File: config.mk
export PLATFORM = sky130hd
export DESIGN_NAME = rr_mux
export DESIGN_NICKNAME = d
export VERILOG_FILES = /design/src/rtl/rr_mux.sv
export SDC_FILE = /design/constraint.sdc
export NUM_CORES = 1
export LEC_CHECK = 0
export ABC_CLOCK_PERIOD_IN_PS = 2500
export CAP_MARGIN = 40
export CORE_MARGIN = 5
export CORE_UTILIZATION = 35
export CTS_CLUSTER_DIAMETER = 50
export DETAILED_ROUTE_END_ITERATION = 6
export PLACE_DENSITY_LB_ADDON = 0.25
export RECOVER_POWER = 100
export SYNTH_ARGS = -nofsm -noshare
export SYNTH_HDL_FRONTEND = slang
export SYNTH_SLANG_ARGS = --single-unit
File: constraint.sdc
create_clock -name clk -period 2.5 [get_ports clk]
set_input_delay 0.375 -clock clk [delete_from_list [all_inputs] [get_ports clk]]
set_output_delay 0.375 -clock clk [all_outputs]
set_load 0.01 [all_outputs]
File: src/rtl/rr_mux.sv
// rr_mux: NCH-channel valid/ready mux with fixed-select or round-robin arbitration
// into a single registered output stage.
module rr_mux #(
    parameter int WIDTH = 32,
    parameter int NCH   = 4,
    parameter int SW    = $clog2(NCH)
) (
    input  logic                 clk,
    input  logic                 rst_n,
    input  logic [NCH*WIDTH-1:0] in_data,
    input  logic [NCH-1:0]       in_valid,
    output logic [NCH-1:0]       in_ready,
    input  logic                 mode,
    input  logic [SW-1:0]        sel,
    output logic [WIDTH-1:0]     out_data,
    output logic [SW-1:0]        out_ch,
    output logic                 out_valid,
    input  logic                 out_ready
);
    logic [WIDTH-1:0] r_data;
    logic [SW-1:0]    r_ch;
    logic [SW-1:0]    r_ptr;
    logic             r_valid;
    logic             w_load;
    logic             w_sel_ok;
    logic             w_rr_hit;
    logic             w_grant;
    logic [SW-1:0]    w_rr_idx;
    logic [SW-1:0]    w_idx;
    logic [WIDTH-1:0] w_data;

    // (p + k) mod NCH, with p < NCH and k <= NCH so one subtraction suffices
    function automatic logic [SW-1:0] wrap_add(input logic [SW-1:0] p, input int k);
        logic [SW:0] s;
        s = {1'b0, p} + (SW+1)'(k);
        return (s >= (SW+1)'(NCH)) ? SW'(s - (SW+1)'(NCH)) : SW'(s);
    endfunction

    always_comb begin
        w_rr_hit = 1'b0;
        w_rr_idx = '0;
        for (int k = 1; k <= NCH; k++) begin
            if (!w_rr_hit && in_valid[wrap_add(r_ptr, k)]) begin
                w_rr_hit = 1'b1;
                w_rr_idx = wrap_add(r_ptr, k);
            end
        end
    end

    assign w_load   = !r_valid || out_ready;
    assign w_sel_ok = ({1'b0, sel} < (SW+1)'(NCH)) && in_valid[sel];
    assign w_idx    = mode ? w_rr_idx : sel;
    assign w_grant  = rst_n && w_load && (mode ? w_rr_hit : w_sel_ok);
    assign w_data   = in_data[w_idx*WIDTH +: WIDTH];
    assign in_ready = w_grant ? (NCH'(1) << w_idx) : '0;

    always_ff @(posedge clk) begin
        if (!rst_n) begin
            r_valid <= 1'b0;
            r_data  <= '0;
            r_ch    <= '0;
            r_ptr   <= SW'(NCH - 1);
        end else begin
            if (w_load)
                r_valid <= w_grant;
            if (w_grant) begin
                r_data <= w_data;
                r_ch   <= w_idx;
                if (mode)
                    r_ptr <= w_idx;
            end
        end
    end

    assign out_data  = r_data;
    assign out_ch    = r_ch;
    assign out_valid = r_valid;
endmodule

# == Word level (Yosys, flattened, before mapping) ==
# Index checks and enable logic that the tools add are counted.
# W data, S select, Z words.
# totals
reg_bits,37
wordCells,59
inputBits,138
output_inout_bits,39
# classes
n_addsub,8
n_lt_le_gt_ge,9
muxes,25
n_reduce_logical,11
shifts,2
# op_table
cell,count
$shiftx A128 B8 Y32,1
$mux W2,9
$lt A2 B3 Y1 const B,5
$ge A3 B3 Y1 const B,4
$bmux W1 S2,5
$mux W1,10
$sub A2 B1 Y2 const B,4
$add A2 B2 Y3 const B,2
$logic_and A1 B1 Y1,5
$logic_not A1 Y1,4
$mux W4,1
$shl A1 B2 Y4 const A,1
$add A2 B1 Y3 const B,1
$add A2 B3 Y3 const B,1
$reduce_and A2 Y1,1
$logic_or A1 B1 Y1,1

# == Longest topological paths before layout ==
# Gate-level depths: netlist of run 1.
# depth
ltp_word,18
mapped_depth,8

# == Worst setup path after synthesis of run 1 ==
# No wires, ideal clock.
# synth_timing
kind,register -> output
from,register r_ptr[1]
to,output in_ready[3]
t_arrival_ns,1.755
setup_slack_ns,0.370
path_stages_with_launch,8
n_path_buf,2
required_ns,2.125
cell_sequence,dfxtp_1 -> nand2b_1 -> a21oi_1 -> a311o_1 -> a31o_1 -> buf_2 -> buf_6 -> nor4_2
# synth_via
elab_chain_cells,18
elab_cells_between_ends,43
# synth_lines
element,line_no,rtl
"start, declared",22,logic [SW-1:0] r_ptr;
"start signal, assigned",62,r_ptr <= SW'(NCH - 1);
"start signal, assigned",70,r_ptr <= w_idx;
$add A2 B1 Y3,35,"s = {1'b0, p} + (SW+1)'(k);"
$ge A3 B3 Y1 or $sub A2 B1 Y2 (tied branches),36,return (s >= (SW+1)'(NCH)) ? SW'(s - (SW+1)'(NCH)) : SW'(s);
$mux W2,36,
$bmux W1 S2,43,"if (!w_rr_hit && in_valid[wrap_add(r_ptr, k)]) begin"
$mux W1 (implied by the code),43,
$mux W1,43,
$logic_not A1 Y1,43,
$logic_and A1 B1 Y1,43,
[... 2 more ...],--,
$logic_and A1 B1 Y1,43,
$mux W1,43,
$logic_not A1 Y1,43,
$logic_and A1 B1 Y1,43,
$mux W2 or $mux W1 (tied branches),43,
$mux W2 or $mux W1 (tied branches),"52, 53",
$shl A1 B2 Y4 or $logic_and A1 B1 Y1 (tied branches),"55, 53",
$mux W4 (*),55,assign in_ready = w_grant ? (NCH'(1) << w_idx) : '0;
"end, declared",12,"output logic [NCH-1:0] in_ready,"
# Every way passes the cells marked *; elsewhere a longest branch is shown, timed or not. The select of a mux whose other input is x is not followed.

# == Worst setup path in the final report of run 1 ==
# layout_timing
from,input in_valid[3]
to,"register r_data[28], in the netlist out_data[28]"
# layout_via
elab_chain_cells,14
elab_cells_between_ends,28
# layout_lines
element,line_no,rtl
"start, declared",11,"input logic [NCH-1:0] in_valid,"
$bmux W1 S2,43,
$mux W1 (implied by the code),43,
$mux W1,43,
$logic_not A1 Y1,43,
$logic_and A1 B1 Y1,43,
$mux W1,43,
$logic_not A1 Y1,43,
$logic_and A1 B1 Y1,43,
$mux W1,43,
$logic_not A1 Y1,43,
$logic_and A1 B1 Y1,43,
$mux W2 or $mux W1 (tied branches),43,
$mux W2 or $mux W1 (tied branches),"52, 53",
$shiftx A128 B8 Y32 or $logic_and A1 B1 Y1 (tied branches),"54, 53",
"end signal, assigned",67,r_data <= w_data;
"end, declared",20,logic [WIDTH-1:0] r_data;
# Several ways; a longest one is shown, not always the timed one. The select of a mux whose other input is x is not followed.
# A chain may end at the register's enable or synchronous reset.

==> results of run 1 <==
## worst max-delay path, cell delays in order
cell           delay (ns)
dlygate4sd2_1        0.28
buf_4                0.15
or2_2                0.33
a32oi_4              0.26
buf_4                0.17
clkbuf_2             0.16
buf_8                0.22
mux2i_1              0.25
nand2_1              0.08
a32o_1               0.26
## cells in the mapped netlist
cell type	number
a21oi_1	5
o21ai_1	1
nand2b_1	2
o21ai_2	1
o2111ai_1	1
a31o_1	1
o21a_1	1
clkbuf_1	5
nor2b_1	1
mux2i_1	65
nor4_2	1
buf_6	6
a31oi_4	1
a31oi_1	1
o21bai_1	1
nor4_1	2
nor3_1	1
o21ai_0	2
a32oi_2	1
and2_1	1
nand2_1	68
a311o_1	1
inv_1	3
dfxtp_1	37
a32o_1	32
or2_2	1
buf_2	10
buf_4	1
nor2_1	6
nor2_2	1
o221ai_1	1
mux4_2	1
## area by class of cell
type | count | area (µm²)
Clock buffer | 7 | 86.3
Fill cell | 595 | 2290
Inverter | 3 | 11.3
Multi-Input combinational cell | 200 | 1510
Sequential cell | 37 | 742
Tap cell | 80 | 100
Timing Repair Buffer | 204 | 1980
## timing repair
| action | 4_1_cts | 5_1_grt |
|---|---|---|
| resized for setup | 8 | 7 |
| buffers inserted | 1 | 1 |
| endpoints found under the setup margin | 4 | 5 |
| pin swaps | 1 | 2 |
| hold endpoints to repair | 0 | 0 |
## routing by layer
layer  wire (µm)  track usage  vias up
met3         790       0.0650        2
met5           0            0        -
met1        3290        0.209     1226
met4          27       0.0297        0
met2        4290        0.349      108
li1            -            -     1350
## registers in the layout, summed over array words and instances (netlist names)
register   flops
out_data      32
out_ch         2
r_ptr          2
out_valid      1
## cell usage in the layout, fill, tap and decap left out, drive strengths merged
master / netlist / layout
clkdlybuf4s50: 0 / 132
nand2: 68 / 68
mux2i: 65 / 65
dfxtp: 37 / 37
dlygate4sd3: 0 / 35
a32o: 32 / 32
buf: 17 / 24
clkbuf: 5 / 11
nor2: 7 / 7
dlygate4sd2: 0 / 6
a21oi: 5 / 5
o21ai: 4 / 4
inv: 3 / 3
nor4: 3 / 3
nand2b: 2 / 2
dlymetal6s2s: 0 / 2
a31oi: 2 / 2
nor3: 1 / 1
o21bai: 1 / 1
a311o: 1 / 1
mux4: 1 / 1
nor2b: 1 / 1
or2: 1 / 1
o221ai: 1 / 1
o21a: 1 / 1
a32oi: 1 / 1
a31o: 1 / 1
and2: 1 / 1
o2111ai: 1 / 1
clkdlybuf4s15: 0 / 1
## cells by family after synthesis
group,share of synthesized area
buf+inv,0.0652
flops,0.311
simple gates,0.145
mux,0.283
compound gates,0.195
## how the worst max path moves through the flow
stage                      from            to  cells past startpoint
floorplan              r_ptr[1]   in_ready[3]                      7
global placement    in_valid[3]   in_ready[3]                      6
detailed placement  in_valid[3]   in_ready[3]                      6
CTS                      sel[1]   in_ready[1]                      7
global route        in_valid[3]  out_data[28]                     10
finish              in_valid[3]  out_data[28]                     10
## report_power, final
part           internal [mW]  switching (mW)
Clock                  0.219           0.202
Sequential             0.668          0.0360
Combinational          0.505           0.354
Total                   1.39           0.591
## through the flow
stage	power, mW	instances
6_report	1.98	531
5_1_grt	2.10	531
4_1_cts	2.04	530
3_5_place_dp	1.62	522
3_3_place_gp	1.60	522
2_1_floorplan	1.13	262
==> reports/results.tsv, run 1 <==
stage	metric	value	unit
outcome	outcome	finished clean	
hold_path	worst min path class	register to register	
synthesis	post-synthesis sequential area ratio	0.311	
layout	post-route cell area	0.00443	mm²
layout	area grow syn2layout	86.2	%
routing	Final ANT Viol Nets	0	
worst_setup_path	CP arrival	2.57	ns
timing	Worst Tran Pin Value	0.791	ns
power	Lkg Pwr	2.02	nW
synthesis	Yosys top cell by area	dfxtp_1	
routing	DRT Pass-1 Iters	4	
synthesis	syn nets	400	
grt	initial antenna violation count	0	
synthesis	Mapped Cells	262	
timing	Hold Slack	0.460	ns
floorplanning	total die area	0.00854	mm²
worst_setup_path	CP startpoint kind	input pin	
cts	cts hold-fix bufs	0	
cts	Clock Latency Late Sink	0.28	ns
timing	setup TNS	0	ns
timing	Achievable Freq	418	MHz
worst_setup_path	Setup CP Type	input pin to register	
layout	post-layout util	0.659	
routing	average vias per placed instance	5.06	
worst_setup_path	worst r2r src	r_ptr[0]	
synthesis	ranking of synthesized cells by area	dfxtp_1, mux2i_1, a32o_1	
grt	vias in the first global route	2778	
cts	TritonCTS Buffers	5	
flow_run	max_cap viols	0	
timing	relative slew slack	0.472	
worst_setup_path	R2R Setup Slk	0.30	ns
timing	# setup viols final	0	
place	placer congestion estimate	0.883	
cts	clock slew at reported path FFs	0.07	ns
hold_path	Hold Startpoint	out_data[31]	
place	dpl ws	-0.397	ns
synthesis	post-synth top area share	0.311	
timing	final clock skew	0.00345	ns
grt	gr usage total	0.188	
routing	drt total wl	8400	µm
hold_path	hold path endpoint	out_data[31]	
cts	Num Clock Sinks	37	
power	Max rail drop VDD	0.000215	V
cts	CTS tree	done	
place	Detailed Place HPWL	6730	µm
cts	CTS Root Buffer Type	clkbuf_8	
synthesis	Mapped Area	0.00238	mm²
grt	final global-route overflow total	0	
floorplanning	Horiz. Die Dim	92.4	µm
routing	initial DRC count	96	
synthesis	post-synth cell types	32	
routing	WL/cell	15.8	µm
timing	final worst setup slack	0.109	ns
cts	clk buf depth	2	
timing	Slew Viols, Final	0	
synthesis	Ys Warns	0	
timing	Hold Violations, Final	0	
layout	layout cells sized above 1	0.0931	
synthesis	synthesized flop and latch total	37	
place	placed cell area	0.00433	mm²
worst_setup_path	worst-path maximum fanout	20	
worst_setup_path	Crit. End Element	register	
floorplanning	core area	0.00672	mm²
layout	fin nets	589	
worst_setup_path	required time worst endpoint	2.68	ns
power	pwr/cell area	448	mW/mm²
worst_setup_path	Worst R2R End	out_data[28]	
hold_path	hold path cells	1	
routing	vias after detailed routing	2686	
floorplanning	row count	30	
timing	min Tclk post-route	2.39	ns
timing	Final period util	0.957	
floorplanning	Die Y	92.4	µm
grt	first-pass GRT wire length	13100	µm
routing	residual DRC count	0	
worst_setup_path	R2R depth	9	
cts	H-tree levels	2	
synthesis	Syn Area/Cell	9.08	µm²
grt	largest net degree at the start of global routing	37	
layout	n_diodes	0	
floorplanning	Initial Util	0.354	
timing	RSZ-0062 raised after global routing	no	
floorplanning	Ports	177	
place	I/O Buffers	176	
(Power assumes the default switching activity.)
==> inputs of run 2 (changes only) <==
Settings changed: ABC_CLOCK_PERIOD_IN_PS 2500 to 2700, PLACE_DENSITY set to 0.82, PLACE_DENSITY_LB_ADDON 0.25 to not set.
Clock period 2.5 ns to 2.7 ns, I/O delays scaled along.
==> run 2 against run 1 <==
Critical path depth decreased by 4. Final area about the same. Sequential share of layout area is essentially flat. Combinational power shrank 8.4%. Cell count is 0.94% lower. Sequential cell count is the same. Non-clock buffer count down 6. First-iteration DRC count decreased by 19%. Total power decreased by 2.9%. Via count increased by 1.6%. Largest cell class unchanged.
==> reports/results.tsv, run 2 (synthesis results as in run 1) <==
stage	metric	value	unit	change
outcome	outcome	finished clean		
cts	clk buf depth	2		unchanged
power	Lkg Pwr	2.00	nW	-1.2%
worst_setup_path	required time worst endpoint	2.30	ns	-0.38 ns
timing	Worst Tran Pin Value	0.403	ns	-0.388 ns
grt	routing usage on met1	0.201		-0.00843
cts	TritonCTS Buffers	5		unchanged
floorplanning	row count	30		unchanged
grt	met2 Use GR	0.350		+0.00121
worst_setup_path	worst-path maximum fanout	4		-80%
floorplanning	core area	0.00672	mm²	unchanged
worst_setup_path	CP Cell Sequence	clkdlybuf4s50_1 -> inv_1 -> a311o_1 -> a31o_1 -> nor4_2 -> dlygate4sd2_1		
grt	largest net degree at the start of global routing	37		unchanged
timing	Hold Slack	0.462	ns	+0.00111 ns
floorplanning	Initial Util	0.354		unchanged
place	I/O Buffers	176		unchanged
layout	area grow syn2layout	86.3	%	about the same
cts	Clock Latency Late Sink	0.28	ns	about the same
timing	RSZ-0062 raised after global routing	yes		
worst_setup_path	Setup CP Type	input pin to primary output		
layout	post-route cell area	0.00443	mm²	about the same
layout	fin nets	583		-1.0%
layout	Post-Layout Cell Count	526		-0.94%
worst_setup_path	slowest CP cell	clkdlybuf4s50_1		
grt	initial antenna violation count	0		unchanged
power	Max rail drop VDD	0.000288	V	+34%
routing	residual DRC count	0		unchanged
worst_setup_path	CP startpoint kind	input pin		
worst_setup_path	CP max stage delay	0.53	ns	+0.20 ns
grt	GR Util met3	0.0593		-0.00569
routing	initial DRC count	78		-19%
worst_setup_path	Crit. End Element	primary output		
layout	commonest non-fill, non-tap cell in the layout	clkdlybuf4s50_1		
cts	CTS Root Buffer Type	clkbuf_8		
layout	max reg flops	32		unchanged
cts	H-tree levels	2		unchanged
timing	# setup viols final	0		unchanged
layout	n_diodes	0		unchanged
layout	commonest non-fill, non-tap cells in the layout	clkdlybuf4s50_1, nand2_1, mux2i_1, dfxtp_1, dlygate4sd3_1		
place	placer congestion estimate	0.865		-2.1%
cts	clock slew at reported path FFs	0.07	ns	about the same
grt	first-pass GRT wire length	13100	µm	about the same
worst_setup_path	Crit path max-delay family	buffers and inverters		
place	dpl cells	516		-1.1%
cts	Num Clock Sinks	37		unchanged
cts	cts hold-fix bufs	0		unchanged
grt	grt peak-use layer	met2		
timing	relative slew slack	0.731		+0.259
floorplanning	total die area	0.00854	mm²	unchanged
place	dpl ws	-0.218	ns	+0.178 ns
timing	Final period util	0.970		
timing	final clock skew	0.00703	ns	+0.00357 ns
worst_setup_path	CP arrival	2.21	ns	-0.36 ns
routing	DRT Pass-1 Iters	4		unchanged
timing	Slew Viols, Final	0		unchanged
flow_run	max_cap viols	0		unchanged
timing	min Tclk post-route	2.62	ns	
timing	final worst setup slack	0.0801	ns	-0.0285 ns
routing	WL/cell	15.9	µm	+0.67%
timing	Achievable Freq	382	MHz	
hold_path	worst min path class	register to register		
timing	Hold Violations, Final	0		unchanged
worst_setup_path	Buffers & Inverters on Critical Path	3		-2
routing	Final ANT Viol Nets	0		unchanged
cts	CTS tree	done		
routing	drt total wl	8370	µm	-0.27%
place	placed cell area	0.00428	mm²	-1.0%
layout	layout cells sized above 1	0.0852		-0.00792
floorplanning	Horiz. Die Dim	92.4	µm	unchanged
grt	vias in the first global route	2843		+2.3%
floorplanning	Ports	177		unchanged
routing	average vias per placed instance	5.19		+2.6%
place	Detailed Place HPWL	6720	µm	-0.22%
grt	gr usage total	0.188		about the same
floorplanning	Die Y	92.4	µm	unchanged
power	pwr/cell area	434	mW/mm²	-3.0%
routing	vias after detailed routing	2729		+1.6%
grt	final global-route overflow total	0		unchanged
## run 2: power breakdown
| part | leakage [nW] | total, mW | internal, mW | switching, mW |
|---|---|---|---|---|
| logic | 1.63 | 0.787 | 0.464 | 0.323 |
| registers | 0.307 | 0.652 | 0.618 | 0.0338 |
| clock network | 0.0585 | 0.486 | 0.301 | 0.184 |
| total | 2.00 | 1.93 | 1.38 | 0.541 |
## run 2: final timing paths
check / end / slack, ns / depth (start not counted) / startpoint
worst max-delay path: in_ready[3] / 0.08 / 6 / in_valid[3]
worst max register to register: out_data[26] / 0.50 / 8 / r_ptr[1]
worst min-delay path: out_data[9] / 0.46 / 1 / out_data[9]
worst min register to register: out_data[9] / 0.46 / 1 / out_data[9]
## run 2: through the flow
step	TNS [ns]	power (mW)	util
floorplan	0	1.04	-
global placement	-0.444	1.46	0.637
detailed placement	-2.10	1.48	0.637
CTS	0	1.98	0.658
global route	-0.0117	2.05	0.659
finish	0	1.93	0.659
## run 2: what timing repair did
item / 4_1_cts / 5_1_grt
buffers inserted: 2 / 0
pin swaps: 2 / 0
gates resized for setup: 6 / 2
hold endpoints to repair: 0 / 0
endpoints found under the setup margin: 4 / 2
## run 2: layout make-up
cell class,count,area (µm²)
clock inverter,1,30.0
sequential,37,741
clock buffer,7,86.3
tap,80,100
fill,597,2290
timing repair buffer,198,1950
inverter,3,11.3
multi-input combinational,200,1510
## run 2: metal layers
metal | routed length [µm] | vias up
li1 | - | 1335
met3 | 663 | 19
met5 | 0 | -
met1 | 3070 | 1273
met4 | 199 | 0
met2 | 4440 | 102
